File: src/rtl/ctrl_pipe.sv
// ---------------------------------------------------------------------------
// ctrl_pipe -- pipelined control unit for the 5-stage RISC-V core.
//
// Decodes the ID-stage opcode into a control bundle and carries it through
// the ID/EX, EX/MEM and MEM/WB registers with valid bits. It also detects
// RAW hazards, drives the IF/ID stall, applies branch/jump flushes, produces
// EX operand forwarding selects and counts stall cycles.
//
// Build option:
//   CTRL_FORWARD_EN  defined   -> MEM/WB forwarding; only load-use stalls.
//                    undefined -> forwarding tied off; any in-flight writer
//                                 in EX or MEM of a used source stalls.
//
// Ports:
//   clk, reset            rising-edge clock, synchronous active-high reset
//   id_valid, id_opcode   ID instruction present, instruction[6:0]
//   id_rs1/rs2/rd         ID register indices
//   ex_flush              taken branch/jump resolved in EX
//   stall                 hold PC and IF/ID (combinational)
//   ex_*                  ID/EX bundle and indices
//   mem_*                 EX/MEM bundle
//   wb_*                  MEM/WB bundle
//   forward_a/b           EX operand select: 00 regfile, 10 MEM, 01 WB
//   stall_count           saturating count of cycles with stall=1
// ---------------------------------------------------------------------------
module ctrl_pipe #(
  parameter int REG_ADDR_W  = 5,
  parameter int STALL_CNT_W = 16
) (
  input  logic                   clk,
  input  logic                   reset,
  input  logic                   id_valid,
  input  logic [6:0]             id_opcode,
  input  logic [REG_ADDR_W-1:0]  id_rs1,
  input  logic [REG_ADDR_W-1:0]  id_rs2,
  input  logic [REG_ADDR_W-1:0]  id_rd,
  input  logic                   ex_flush,
  output logic                   stall,
  output logic                   ex_valid,
  output logic                   ex_alu_src,
  output logic                   ex_mem_read,
  output logic                   ex_mem_write,
  output logic                   ex_reg_write,
  output logic [1:0]             ex_alu_op,
  output logic [1:0]             ex_ctrl_transfer,
  output logic [1:0]             ex_wb_data_src,
  output logic [REG_ADDR_W-1:0]  ex_rs1,
  output logic [REG_ADDR_W-1:0]  ex_rs2,
  output logic [REG_ADDR_W-1:0]  ex_rd,
  output logic                   mem_valid,
  output logic                   mem_mem_read,
  output logic                   mem_mem_write,
  output logic                   mem_reg_write,
  output logic [1:0]             mem_wb_data_src,
  output logic [REG_ADDR_W-1:0]  mem_rd,
  output logic                   wb_valid,
  output logic                   wb_reg_write,
  output logic [1:0]             wb_wb_data_src,
  output logic [REG_ADDR_W-1:0]  wb_rd,
  output logic [1:0]             forward_a,
  output logic [1:0]             forward_b,
  output logic [STALL_CNT_W-1:0] stall_count
);

  localparam logic [6:0] OPC_OP     = 7'b0110011;
  localparam logic [6:0] OPC_OP_IMM = 7'b0010011;
  localparam logic [6:0] OPC_LOAD   = 7'b0000011;
  localparam logic [6:0] OPC_STORE  = 7'b0100011;
  localparam logic [6:0] OPC_BRANCH = 7'b1100011;
  localparam logic [6:0] OPC_JAL    = 7'b1101111;
  localparam logic [6:0] OPC_JALR   = 7'b1100111;
  localparam logic [6:0] OPC_LUI    = 7'b0110111;

  typedef struct packed {
    logic       alu_src;
    logic [1:0] alu_op;
    logic       mem_read;
    logic       mem_write;
    logic       reg_write;
    logic [1:0] ctrl_transfer;
    logic [1:0] wb_data_src;
  } ctrl_t;

  ctrl_t id_ctrl;
  ctrl_t ex_ctrl;
  logic  id_use_rs1;
  logic  id_use_rs2;
  logic  rs1_live;
  logic  rs2_live;
  logic  hazard;
  logic  load_id;

  // ---------------------------------------------------------------------
  // Decode
  // ---------------------------------------------------------------------
  always_comb begin
    // NOTE: every output of a combinational block gets a default first so
    // that no path through the case leaves it unassigned (inferred latch).
    id_ctrl    = '0;
    id_use_rs1 = 1'b0;
    id_use_rs2 = 1'b0;
    case (id_opcode)
      OPC_OP: begin
        id_ctrl.alu_op    = 2'b01;
        id_ctrl.reg_write = 1'b1;
        id_use_rs1        = 1'b1;
        id_use_rs2        = 1'b1;
      end
      OPC_OP_IMM: begin
        id_ctrl.alu_src   = 1'b1;
        id_ctrl.alu_op    = 2'b01;
        id_ctrl.reg_write = 1'b1;
        id_use_rs1        = 1'b1;
      end
      OPC_LOAD: begin
        id_ctrl.alu_src     = 1'b1;
        id_ctrl.mem_read    = 1'b1;
        id_ctrl.wb_data_src = 2'b01;
        id_ctrl.reg_write   = 1'b1;
        id_use_rs1          = 1'b1;
      end
      OPC_STORE: begin
        id_ctrl.alu_src   = 1'b1;
        id_ctrl.mem_write = 1'b1;
        id_use_rs1        = 1'b1;
        id_use_rs2        = 1'b1;
      end
      OPC_BRANCH: begin
        id_ctrl.alu_op        = 2'b10;
        id_ctrl.ctrl_transfer = 2'b01;
        id_use_rs1            = 1'b1;
        id_use_rs2            = 1'b1;
      end
      OPC_JAL: begin
        id_ctrl.ctrl_transfer = 2'b10;
        id_ctrl.wb_data_src   = 2'b10;
        id_ctrl.reg_write     = 1'b1;
      end
      OPC_JALR: begin
        id_ctrl.alu_src       = 1'b1;
        id_ctrl.ctrl_transfer = 2'b11;
        id_ctrl.wb_data_src   = 2'b10;
        id_ctrl.reg_write     = 1'b1;
        id_use_rs1            = 1'b1;
      end
      OPC_LUI: begin
        id_ctrl.alu_src     = 1'b1;
        id_ctrl.alu_op      = 2'b11;
        id_ctrl.wb_data_src = 2'b11;
        id_ctrl.reg_write   = 1'b1;
      end
      default: ;
    endcase
    // x0 is hardwired, so writing it is a no-op rather than a real write.
    if (id_rd == '0) id_ctrl.reg_write = 1'b0;
  end

  // x0 never carries a dependency.
  assign rs1_live = id_use_rs1 && (id_rs1 != '0);
  assign rs2_live = id_use_rs2 && (id_rs2 != '0);

  // ---------------------------------------------------------------------
  // Hazard detection and forwarding
  // ---------------------------------------------------------------------
`ifdef CTRL_FORWARD_EN
  // Only a load in EX cannot be forwarded in time: its data appears in MEM.
  assign hazard = ex_valid && ex_mem_read &&
                  ((rs1_live && (id_rs1 == ex_rd)) ||
                   (rs2_live && (id_rs2 == ex_rd)));

  always_comb begin
    forward_a = 2'b00;
    if (ex_rs1 != '0) begin
      if (mem_valid && mem_reg_write && (mem_rd == ex_rs1))    forward_a = 2'b10;
      else if (wb_valid && wb_reg_write && (wb_rd == ex_rs1))  forward_a = 2'b01;
    end
  end

  always_comb begin
    forward_b = 2'b00;
    if (ex_rs2 != '0) begin
      if (mem_valid && mem_reg_write && (mem_rd == ex_rs2))    forward_b = 2'b10;
      else if (wb_valid && wb_reg_write && (wb_rd == ex_rs2))  forward_b = 2'b01;
    end
  end
`else
  // Without forwarding, wait until the writer reaches WB; the regfile
  // writes before it reads, so WB itself never blocks.
  logic ex_writes;
  logic mem_writes;

  assign ex_writes  = ex_valid && ex_reg_write;
  assign mem_writes = mem_valid && mem_reg_write;
  assign hazard = (rs1_live && ((ex_writes  && (id_rs1 == ex_rd)) ||
                                (mem_writes && (id_rs1 == mem_rd)))) ||
                  (rs2_live && ((ex_writes  && (id_rs2 == ex_rd)) ||
                                (mem_writes && (id_rs2 == mem_rd))));

  assign forward_a = 2'b00;
  assign forward_b = 2'b00;
`endif

  // A flush kills the ID instruction anyway, so it must not also stall.
  assign stall   = id_valid && !ex_flush && hazard;
  assign load_id = id_valid && !ex_flush && !stall;

  // ---------------------------------------------------------------------
  // Pipeline registers
  // ---------------------------------------------------------------------
  // NOTE: sequential state uses non-blocking assignments so every register
  // samples the pre-edge value of its source, independent of statement order.
  always_ff @(posedge clk) begin
    if (reset) begin
      ex_valid        <= 1'b0;
      ex_ctrl         <= '0;
      ex_rs1          <= '0;
      ex_rs2          <= '0;
      ex_rd           <= '0;
      mem_valid       <= 1'b0;
      mem_mem_read    <= 1'b0;
      mem_mem_write   <= 1'b0;
      mem_reg_write   <= 1'b0;
      mem_wb_data_src <= 2'b00;
      mem_rd          <= '0;
      wb_valid        <= 1'b0;
      wb_reg_write    <= 1'b0;
      wb_wb_data_src  <= 2'b00;
      wb_rd           <= '0;
      stall_count     <= '0;
    end else begin
      // A bubble clears valid and controls but still captures the indices.
      ex_valid <= load_id;
      ex_ctrl  <= load_id ? id_ctrl : '0;
      ex_rs1   <= id_rs1;
      ex_rs2   <= id_rs2;
      ex_rd    <= id_rd;

      // Later stages never freeze: the stall only holds the front end.
      mem_valid       <= ex_valid;
      mem_mem_read    <= ex_ctrl.mem_read;
      mem_mem_write   <= ex_ctrl.mem_write;
      mem_reg_write   <= ex_ctrl.reg_write;
      mem_wb_data_src <= ex_ctrl.wb_data_src;
      mem_rd          <= ex_rd;

      wb_valid       <= mem_valid;
      wb_reg_write   <= mem_reg_write;
      wb_wb_data_src <= mem_wb_data_src;
      wb_rd          <= mem_rd;

      if (stall && (stall_count != '1))
        stall_count <= stall_count + STALL_CNT_W'(1);
    end
  end

  assign ex_alu_src       = ex_ctrl.alu_src;
  assign ex_alu_op        = ex_ctrl.alu_op;
  assign ex_mem_read      = ex_ctrl.mem_read;
  assign ex_mem_write     = ex_ctrl.mem_write;
  assign ex_reg_write     = ex_ctrl.reg_write;
  assign ex_ctrl_transfer = ex_ctrl.ctrl_transfer;
  assign ex_wb_data_src   = ex_ctrl.wb_data_src;

endmodule

File: config.mk
export PLATFORM = sky130hd
export DESIGN_NAME = ctrl_pipe
export DESIGN_NICKNAME = d
export VERILOG_FILES = /design/src/rtl/ctrl_pipe.sv
export SDC_FILE = /design/constraint.sdc
export NUM_CORES = 1
export LEC_CHECK = 0
export BUFFER_PORTS_ARGS = -buffer_cell sky130_fd_sc_hd__buf_4
export CORE_UTILIZATION = 44
export CTS_CLUSTER_SIZE = 20
export DETAILED_ROUTE_END_ITERATION = 6
export PLACE_DENSITY = 0.79
export SYNTH_ARGS = -nofsm -noshare
export SYNTH_HDL_FRONTEND = slang
export SYNTH_SLANG_ARGS = --single-unit
export TNS_END_PERCENT = 1
File: constraint.sdc
create_clock -name clk -period 2.5 [get_ports clk]
set_input_delay 0.75 -clock clk [delete_from_list [all_inputs] [get_ports clk]]
set_output_delay 0.75 -clock clk [all_outputs]
set_load 0.05 [all_outputs]
# Word level (Yosys, flattened, before mapping)
# Index checks and enable logic that the tools add are counted.
[word_totals]
regBits = 62
latch_bits = 0
ram_bits = 0
mem_bits_ro = 0
input_bits = 26
elab_cells = 76
mem_count = 0
[op_classes]
addsub = 1
n_mul = 0
div_mod_pow = 0
order_cmp = 0
n_eq_ne = 13
shift = 0
muxes = 9
bitwise_logic = 1
reduce_logical = 30
[ops]
columns = ["operator", "count"]
rows = [
  ["7-bit by 6-bit equality test with 1-bit output, second input constant", 3],
  ["7-bit equality test, second input constant", 3],
  ["5-bit equality test", 4],
  ["2-bit case mux with 3 select lines", 3],
  ["16-bit by 1-bit adder with 16-bit output, second input constant", 1],
  ["16-bit inequality test, second input constant", 1],
  ["1-bit logical AND", 14],
  ["6-bit OR reduction", 2],
  ["5-bit nonzero test", 2],
  ["7-bit by 2-bit equality test with 1-bit output, second input constant", 1],
  ["7-bit by 5-bit equality test with 1-bit output, second input constant", 1],
  ["1-bit two-way mux", 6],
  ["2-bit OR reduction", 3],
  ["3-bit OR reduction", 2],
  ["5-bit logical NOT", 1],
  ["5-bit OR reduction", 1],
  ["1-bit logical OR", 3],
  ["1-bit logical NOT", 2],
  ["1-bit NOT", 1],
]

# Depth between registers and ports, before layout
# Gate-level depths: netlist (run 1).
[logic_depth]
ltp_word = 11
depth_mapped = 8
ltp_nobuf = 7

# Worst setup path before layout (run 1)
# OpenSTA, ideal clock, no wires.
[synth_timing]
kind = "in2out"
start = "in id_rs1[1]"
end = "out stall"
arrival_time_ns = 2.044
t_required_ns = 1.750
path_slack_ns = -0.294
cell_stages = 5
path_cell_list = "or4_1 -> nor2_1 -> nor4_4 -> a22o_1 -> and2_1"
[synth_via]
elab_chain_cells = 6
elab_cells_between_ends = 10
classes_between = "eq/ne: 2; reduce/logical: 8"
[synth_lines]
columns = ["element", "line", "source"]
rows = [
  ["start: declaration", "34", "input logic [REG_ADDR_W-1:0] id_rs1,"],
  ["5-bit equality test (on tied branches)", "194, 195", ""],
  ["1-bit logical AND (on tied branches)", "194, 195", ""],
  ["1-bit logical OR", "194", "assign hazard = (rs1_live && ((ex_writes && (id_rs1 == ex_rd)) ||"],
  ["1-bit logical AND (*)", "194", ""],
  ["1-bit logical OR (*)", "195", "(mem_writes && (id_rs1 == mem_rd)))) ||"],
  ["1-bit logical AND (*)", "204", "assign stall = id_valid && !ex_flush && hazard;"],
  ["end: declaration", "38", "output logic stall,"],
]
# Every way passes the cells marked *; elsewhere a longest branch is shown, timed or not.

# Final worst setup path (run 1)
[layout_timing]
start = "in id_rs2[3]"
end = "out stall"
[layout_via]
elab_chain_cells = 6
elab_cells_between_ends = 10
classes_between = "eq/ne: 2; reduce/logical: 8"
[layout_lines]
columns = ["element", "line", "source"]
rows = [
  ["start: declaration", "35", "input logic [REG_ADDR_W-1:0] id_rs2,"],
  ["5-bit equality test (on tied branches)", "196, 197", ""],
  ["1-bit logical AND (on tied branches)", "196, 197", ""],
  ["1-bit logical OR", "196", "(rs2_live && ((ex_writes && (id_rs2 == ex_rd)) ||"],
  ["1-bit logical AND (*)", "196", ""],
  ["1-bit logical OR (*)", "195", ""],
  ["1-bit logical AND (*)", "204", ""],
]
# Marks and branches as above.

==> results.md, run 1 <==
* Status: finished with violations
* Clk root buf: clkbuf_8
* Num ports at 93
* Final Critical Period at 2902 ps
* Clk_lat worst skew at 340 ps
* Fin crit share at 1.161
* Finish-stage setup viols at 1
* Area grow syn2layout at 46.24%
* Nature of the critical path endpoint: output port
* H-tree Lvls at 3
* Clk pin slew, worst setup/hold paths at 60 ps
* Post-route setup slack at -401.6 ps
* Post-route met1 wirelength at 2.853 mm
* Share of layout cells above drive strength 1 at 0.3975
* Die span in y at 79.32 µm
* Critical Path Fanout Max at 2
* Iter 0 DRT Violations at 91
* Post-synth EDFFs at 0
* Clk sinks at 62
* Total CTS buffers at 9
* Cts hold-fix bufs at 0
* Yosys reg bits at 62
* R2R Path Start: stall_count[0]
* Initial antenna violation count at 0
* HPWL Detailed at 4.955 mm
* RSZ-0062 raised after global routing: yes
* Clk_skew at 7.653 ps
* Global-route usage over all layers at 0.2267
* Routability cong. at 0.8102
* Worst Setup Start Kind: input port
* TritonCTS clock tree: done
* Required time of the critical path at 1750 ps
* Delay-heaviest family, CP: simple AND/OR/NAND/NOR gates
* Post-Synthesis Cells at 277
* Ys flop type: dfxtp_1
* Pwr per Cell Area at 591.4 nW/µm²
* Fillers at 470
* Via/cell ratio at 5.099
* DP Area at 3553 µm²
* Synth Cell Area at 2630 µm²
* Measured slew at the worst slew-check pin at 505.1 ps
* Crit-path cells: buf_6, or4_4, o211ai_2, inv_1, a22o_1, and2_4, buf_8
* Total grt overflow at 0
* Buf/Inv on CP at 3
* Core area at 5642 µm²
* Finished Cell Area at 3846 µm²
* Final wirelength at 6.723 mm
* Row count at 27
* Fin cells at 477
* DRT antenna net count at 0
* Commonest non-fill, non-tap cell in the layout: buf_4
* Total Power at 2.275 mW
* Largest net degree at the start of global routing at 42
* Violated checks: negative setup slack
* Slowest CP cell: or4_4
* Hold Slack at 469.8 ps
* DIE WIDTH at 79.32 µm
* Clk buf depth at 2
* Post-synthesis sequential area ratio at 0.4719
* Min-Delay Path Class: flip-flop to flip-flop
* Worst-case headroom to the max-slew limit at 0.6601
* Vias in the first global route at 2288
* Via count at 2432
* Library cells used by synthesis at 46
* Placed cells at 458
* Synth warn at 0
* Fmax at 344.6 MHz
* CP max stage delay at 530 ps
* Hold_sp: ex_wb_data_src[1]
* DR pass1 iterations at 4
* Initial Util at 0.4662
* Hold Vio Cnt, Final at 0
* Maxcap violations at 0
* TNS Setup at -401.6 ps
* Most frequent cells in the layout: 119 x buf_4, 62 x dfxtp_1, 39 x nor2b_1
* Final Max Slew Viols at 0
* Top sig layer: met4
* DIE AREA at 6291 µm²
* Met2 WL at 3.293 mm
* WL met3 at 455 µm
* Async set-or-reset flop fraction in the synthesized netlist at 0
* VDD IR max at 0.4838 mV
* Lkg Pwr at 1.608 nW
* Critical Path Start: id_rs2[3]
* Routed len/inst at 14.09 µm
* Global-route wire length before repair at 10.69 mm
* Nets at 427
* Diodes inserted at 0
* Detailed-route DRC error count at 0
* Syn avg cell area at 9.495 µm²
* Crit path kind: input port to output port
* PortBufs at 88
* CP arrival at 2150 ps
## Yosys cell counts, types with 2 or more instances
cell type | count | area (µm²)
nor3_1 | 3 | 15.01
o31ai_1 | 4 | 30.03
mux2_4 | 2 | 30.03
or4_1 | 8 | 60.06
buf_6 | 2 | 22.52
nor3_2 | 2 | 20.02
buf_4 | 4 | 30.03
inv_1 | 4 | 15.01
nor2_1 | 16 | 60.06
nor2b_1 | 39 | 244.0
or3_1 | 10 | 62.56
o21ai_1 | 6 | 30.03
and3_1 | 2 | 12.51
nand3_1 | 15 | 75.07
clkbuf_1 | 7 | 26.28
a21oi_1 | 15 | 75.07
o21ai_0 | 3 | 15.01
nand2_1 | 14 | 52.55
xnor2_1 | 20 | 175.2
nand4_1 | 11 | 68.82
nand2b_1 | 4 | 25.02
dfxtp_1 | 62 | 1241
## cells by family (layout without fill, tap and decap cells)
group / count (synthesis) / after routing / share of synthesized area
buf+inv: 19 / 144 / 0.03901
compound gates: 39 / 39 / 0.1047
xor+xnor: 21 / 21 / 0.06993
mux: 2 / 2 / 0.01142
other cells: 1 / 4 / 0.001426
flops: 62 / 62 / 0.4719
fa+ha+maj: 1 / 1 / 0.004757
simple gates: 132 / 132 / 0.2969
## worst paths after layout
path | depth (start not counted) | slack, ps | endpoint
worst max register to register | 8 | 290 | stall_count[10]
worst min register to register | 1 | 470 | mem_wb_data_src[1]
worst max-delay path | 7 | -400 | stall
worst min-delay path | 1 | 470 | mem_wb_data_src[1]
## per-layer routing
layer,up-vias,track usage
met1,1118,0.2709
met2,101,0.3664
li1,1201,-
met3,12,0.05747
met5,-,0
met4,0,0.1327
## power breakdown
| group | total (mW) | switching [mW] | internal [mW] |
|---|---|---|---|
| clock network | 0.968 | 0.384 | 0.584 |
| logic | 0.282 | 0.167 | 0.115 |
| registers | 1.02 | 0.0164 | 1.01 |
## final cells by class
type                    instances  area [µm²]  share of cell area
well taps                      72       90.09             0.02342
clock buffers                  10       137.6             0.03578
inverters                       5       18.77            0.004880
flip-flops and latches         62        1241              0.3227
multi-input cells             199        1331              0.3461
clock inverters                 6       85.08             0.02212
repair buffers                123       942.2              0.2450
## repair_timing
item / 4_1_cts / 5_1_grt
setup endpoints to repair: 1 / 2
pin swaps: 4 / 5
buffers inserted: 2 / 1
resized for setup: 7 / 5
## registers in the layout, summed over array words and instances (netlist names), 2 cells and up
name / count
ex_rs1: 5
wb_wb_data_src: 2
ex_alu_op: 2
ex_rd: 5
mem_rd: 5
wb_rd: 5
mem_wb_data_src: 2
ex_rs2: 5
stall_count: 16
ex_wb_data_src: 2
ex_ctrl_transfer: 2
## worst reg2reg max path: cells and delay by family (launching register included)
family	cells	cell delay, ps
buf+inv	1	210
compound gates	2	350
fa+ha+maj	1	270
flops	1	340
simple gates	4	920
## per-stage QoR
step,util,setup WS (ps)
floorplan,-,-168.5
global route,0.6817,-449.6
detailed placement,0.6299,-492.4
global placement,0.6299,-475.0
finish,0.6817,-401.6
CTS,0.6769,-428.6
Power figures use the tool's default switching activity.
==> run 2: changes to the inputs <==
==> constraint.sdc (replaced) <==
create_clock -name clk -period 2.5 [get_ports clk]
set_input_delay 0.125 -clock clk [delete_from_list [all_inputs] [get_ports clk]]
set_output_delay 0.125 -clock clk [all_outputs]
set_load 0.05 [all_outputs]
==> results.md, run 2 (synthesized netlist as in run 1, its figures left out) <==
* Detailed-route DRC error count at 0 (unchanged)
* R2R setup slack at 180 ps (-110 ps)
* Nature of the critical path endpoint: flip-flop
* Worst Setup Start Kind: flip-flop
* Clk_lat worst skew at 330 ps (about the same)
* Clk buf depth at 2 (unchanged)
* Clock network power share at 0.434 (+0.008)
* Max FFs per register at 16 (unchanged)
* Slowest CP cell: dfxtp_1
* Routability cong. at 0.8747 (+8.0%)
* Critical Path Start: stall_count[0]
* Setup Fix Bufs, Post-CTS at 0 (-2)
* Worst-case headroom to the max-slew limit at 0.6064 (-0.05372)
* Fin cells at 443 (-7.1%)
* Min-Delay Path Class: input port to flip-flop
* Fillers at 514 (+9.4%)
* Final Critical Period at 2323 ps (-578.5 ps)
* Nets at 393 (-8.0%)
* Reg2Reg Depth at 8 (unchanged)
* Clk sinks at 62 (unchanged)
* Status: finished clean
* Share of layout cells above drive strength 1 at 0.3208 (-0.07678)
* Total grt overflow at 0 (unchanged)
* RSZ-0062 raised after global routing: no
* Commonest non-fill, non-tap cell in the layout: buf_4
* Final Max Slew Viols at 0 (unchanged)
* Maxcap violations at 0 (unchanged)
* HPWL Detailed at 4.638 mm (-6.4%)
* CP dominant cell by count: nor2_1
* Clk_skew at 2.975 ps (-4.678 ps)
* Core area at 5642 µm² (unchanged)
* Global-route usage over all layers at 0.2036 (-0.02314)
* CP arrival at 2530 ps (+380 ps)
* Placed cells at 427 (-6.8%)
* Pwr per Cell Area at 635.6 nW/µm² (+7.5%)
* Num ports at 93 (unchanged)
* Hold Vio Cnt, Final at 0 (unchanged)
* Fmax at 430.5 MHz (+25%)
* Initial antenna violation count at 0 (unchanged)
* Die span in y at 79.32 µm (unchanged)
* Switch share at 0.2517 (+0.002223)
* Total CTS buffers at 9 (unchanged)
* Initial Util at 0.4662 (unchanged)
* Required time of the critical path at 2700 ps (+950 ps)
* Final wirelength at 6.266 mm (-6.8%)
* Clk root buf: clkbuf_8
* Fin crit share at 0.9292 (-0.2314)
* Comb pwr share at 0.111 (-0.013)
* Largest net degree at the start of global routing at 56 (+33%)
* Worst Setup EP: stall_count[0]
* P_sw at 0.5660 mW (-0.25%)
* Iter 0 DRT Violations at 117 (+29%)
* TNS Setup at 0 ps (+401.6 ps)
* Measured slew at the worst slew-check pin at 585.8 ps (+80.73 ps)
* Area grow syn2layout at 34.54%
* DIE AREA at 6291 µm² (unchanged)
* Seq. cell area at 1241 µm² (unchanged)
* R2R Path End: stall_count[0]
* Cts hold-fix bufs at 0 (unchanged)
* TritonCTS clock tree: done
* Via/cell ratio at 5.262 (+3.2%)
* VDD IR max at 0.3620 mV (-25%)
* Global-route wire length before repair at 9.798 mm (-8.3%)
* DR pass1 iterations at 4 (unchanged)
* Sequential Power Share at 0.455 (+0.005)
* Vias in the first global route at 2144 (-6.3%)
* Critical Path Fanout Max at 12 (+10)
* Crit path kind: flip-flop to flip-flop
* Internal Power at 1.683 mW (-1.4%)
* Top reg by flops: stall_count
* CTS resizes at 0 (-7)
* CP max stage delay at 460 ps (-70 ps)
* Row count at 27 (unchanged)
* PortBufs at 88 (unchanged)
* Crit-path cells: ha_1, nand3_1, nor4_1, nor2_1, a32oi_2, buf_4, xor2_1, nor2_1
* DIE WIDTH at 79.32 µm (unchanged)
* Area of the multi-input gates at 1297 µm² (-2.5%)
* Clk pin slew, worst setup/hold paths at 70 ps (about the same)
* Finish-stage setup viols at 0 (-1)
* Routed len/inst at 14.14 µm (+0.36%)
* R2R Path Start: stall_count[0]
* Via count at 2331 (-4.2%)
* Most frequent cells in the layout: 89 x buf_4, 62 x dfxtp_1, 39 x nor2b_1
* H-tree Lvls at 3 (unchanged)
* DRT antenna net count at 0 (unchanged)
* Diodes inserted at 0 (unchanged)
* Lkg Pwr at 1.429 nW (-11%)
[run 2: cell types whose count changed in the layout (fill, tap and decap cells not counted), moves of 2 or more]
cell,delta
buf_4,-30
nor2_1,+2
buf_6,-3
or4_1,+2
or4_4,-2
[run 2: final cells by class]
cell class                 count  share of cell area
multi-input combinational    199              0.3667
sequential                    62              0.3508
timing repair buffer          89              0.1888
clock buffer                  10             0.03890
tap                           72             0.02546
clock inverter                 6             0.02405
inverter                       5            0.005304
[run 2: through the flow]
| step | area [µm²] | utilization | hold slack (ps) | setup WS, ps | total power, mW |
|---|---|---|---|---|---|
| after CTS | 3538 | 0.6272 | 10.16 | 193.1 | 2.265 |
| final | 3538 | 0.6272 | 16.01 | 176.9 | 2.249 |
| after floorplan | 2641 | - | 253.2 | 93.18 | 1.211 |
| after global placement | 3316 | 0.5877 | 349.6 | 321.6 | 1.291 |
| after detailed placement | 3316 | 0.5877 | 354.4 | 219.4 | 1.295 |
| after global routing | 3538 | 0.6272 | 11.85 | 41.77 | 2.328 |
[run 2: worst min-delay path by stage]
stage | from | end | slack (ps) | cells past startpoint
after floorplan | id_rd[0] | ex_rd[0] | 250 | 1
after global placement | id_rd[2] | ex_rd[2] | 350 | 2
after detailed placement | id_rd[2] | ex_rd[2] | 350 | 2
after CTS | id_rd[2] | ex_rd[2] | 10 | 2
after global routing | id_rd[2] | ex_rd[2] | 10 | 2
final | id_rd[2] | ex_rd[2] | 20 | 2
[run 2: layer usage]
| layer | global-route usage | share of wire |
|---|---|---|
| met2 | 0.3509 | 0.50 |
| met1 | 0.2382 | 0.42 |
| met4 | 0.09273 | 0.014 |
| met3 | 0.04713 | 0.062 |
| met5 | 0 | 0 |
[run 2: power groups by stage]
stage	Clock [mW]	Sequential, mW	Combinational [mW]
after detailed placement	0	1.05	0.249
after global placement	0	1.05	0.246
after floorplan	0	1.11	0.0979
final	0.976	1.02	0.250
after CTS	0.991	1.02	0.250
after global routing	1.04	1.02	0.266
[run 2: worst max-delay path: cells and delay by family, from the launching register on]
kind,cells,cell delay [ps]
buffers and inverters,1,240
DFF,1,460
and+or+nand+nor,4,690
AOI/OAI and AO/OA,1,370
xor gates and xnor gates,1,160
adders and majority gates,1,280
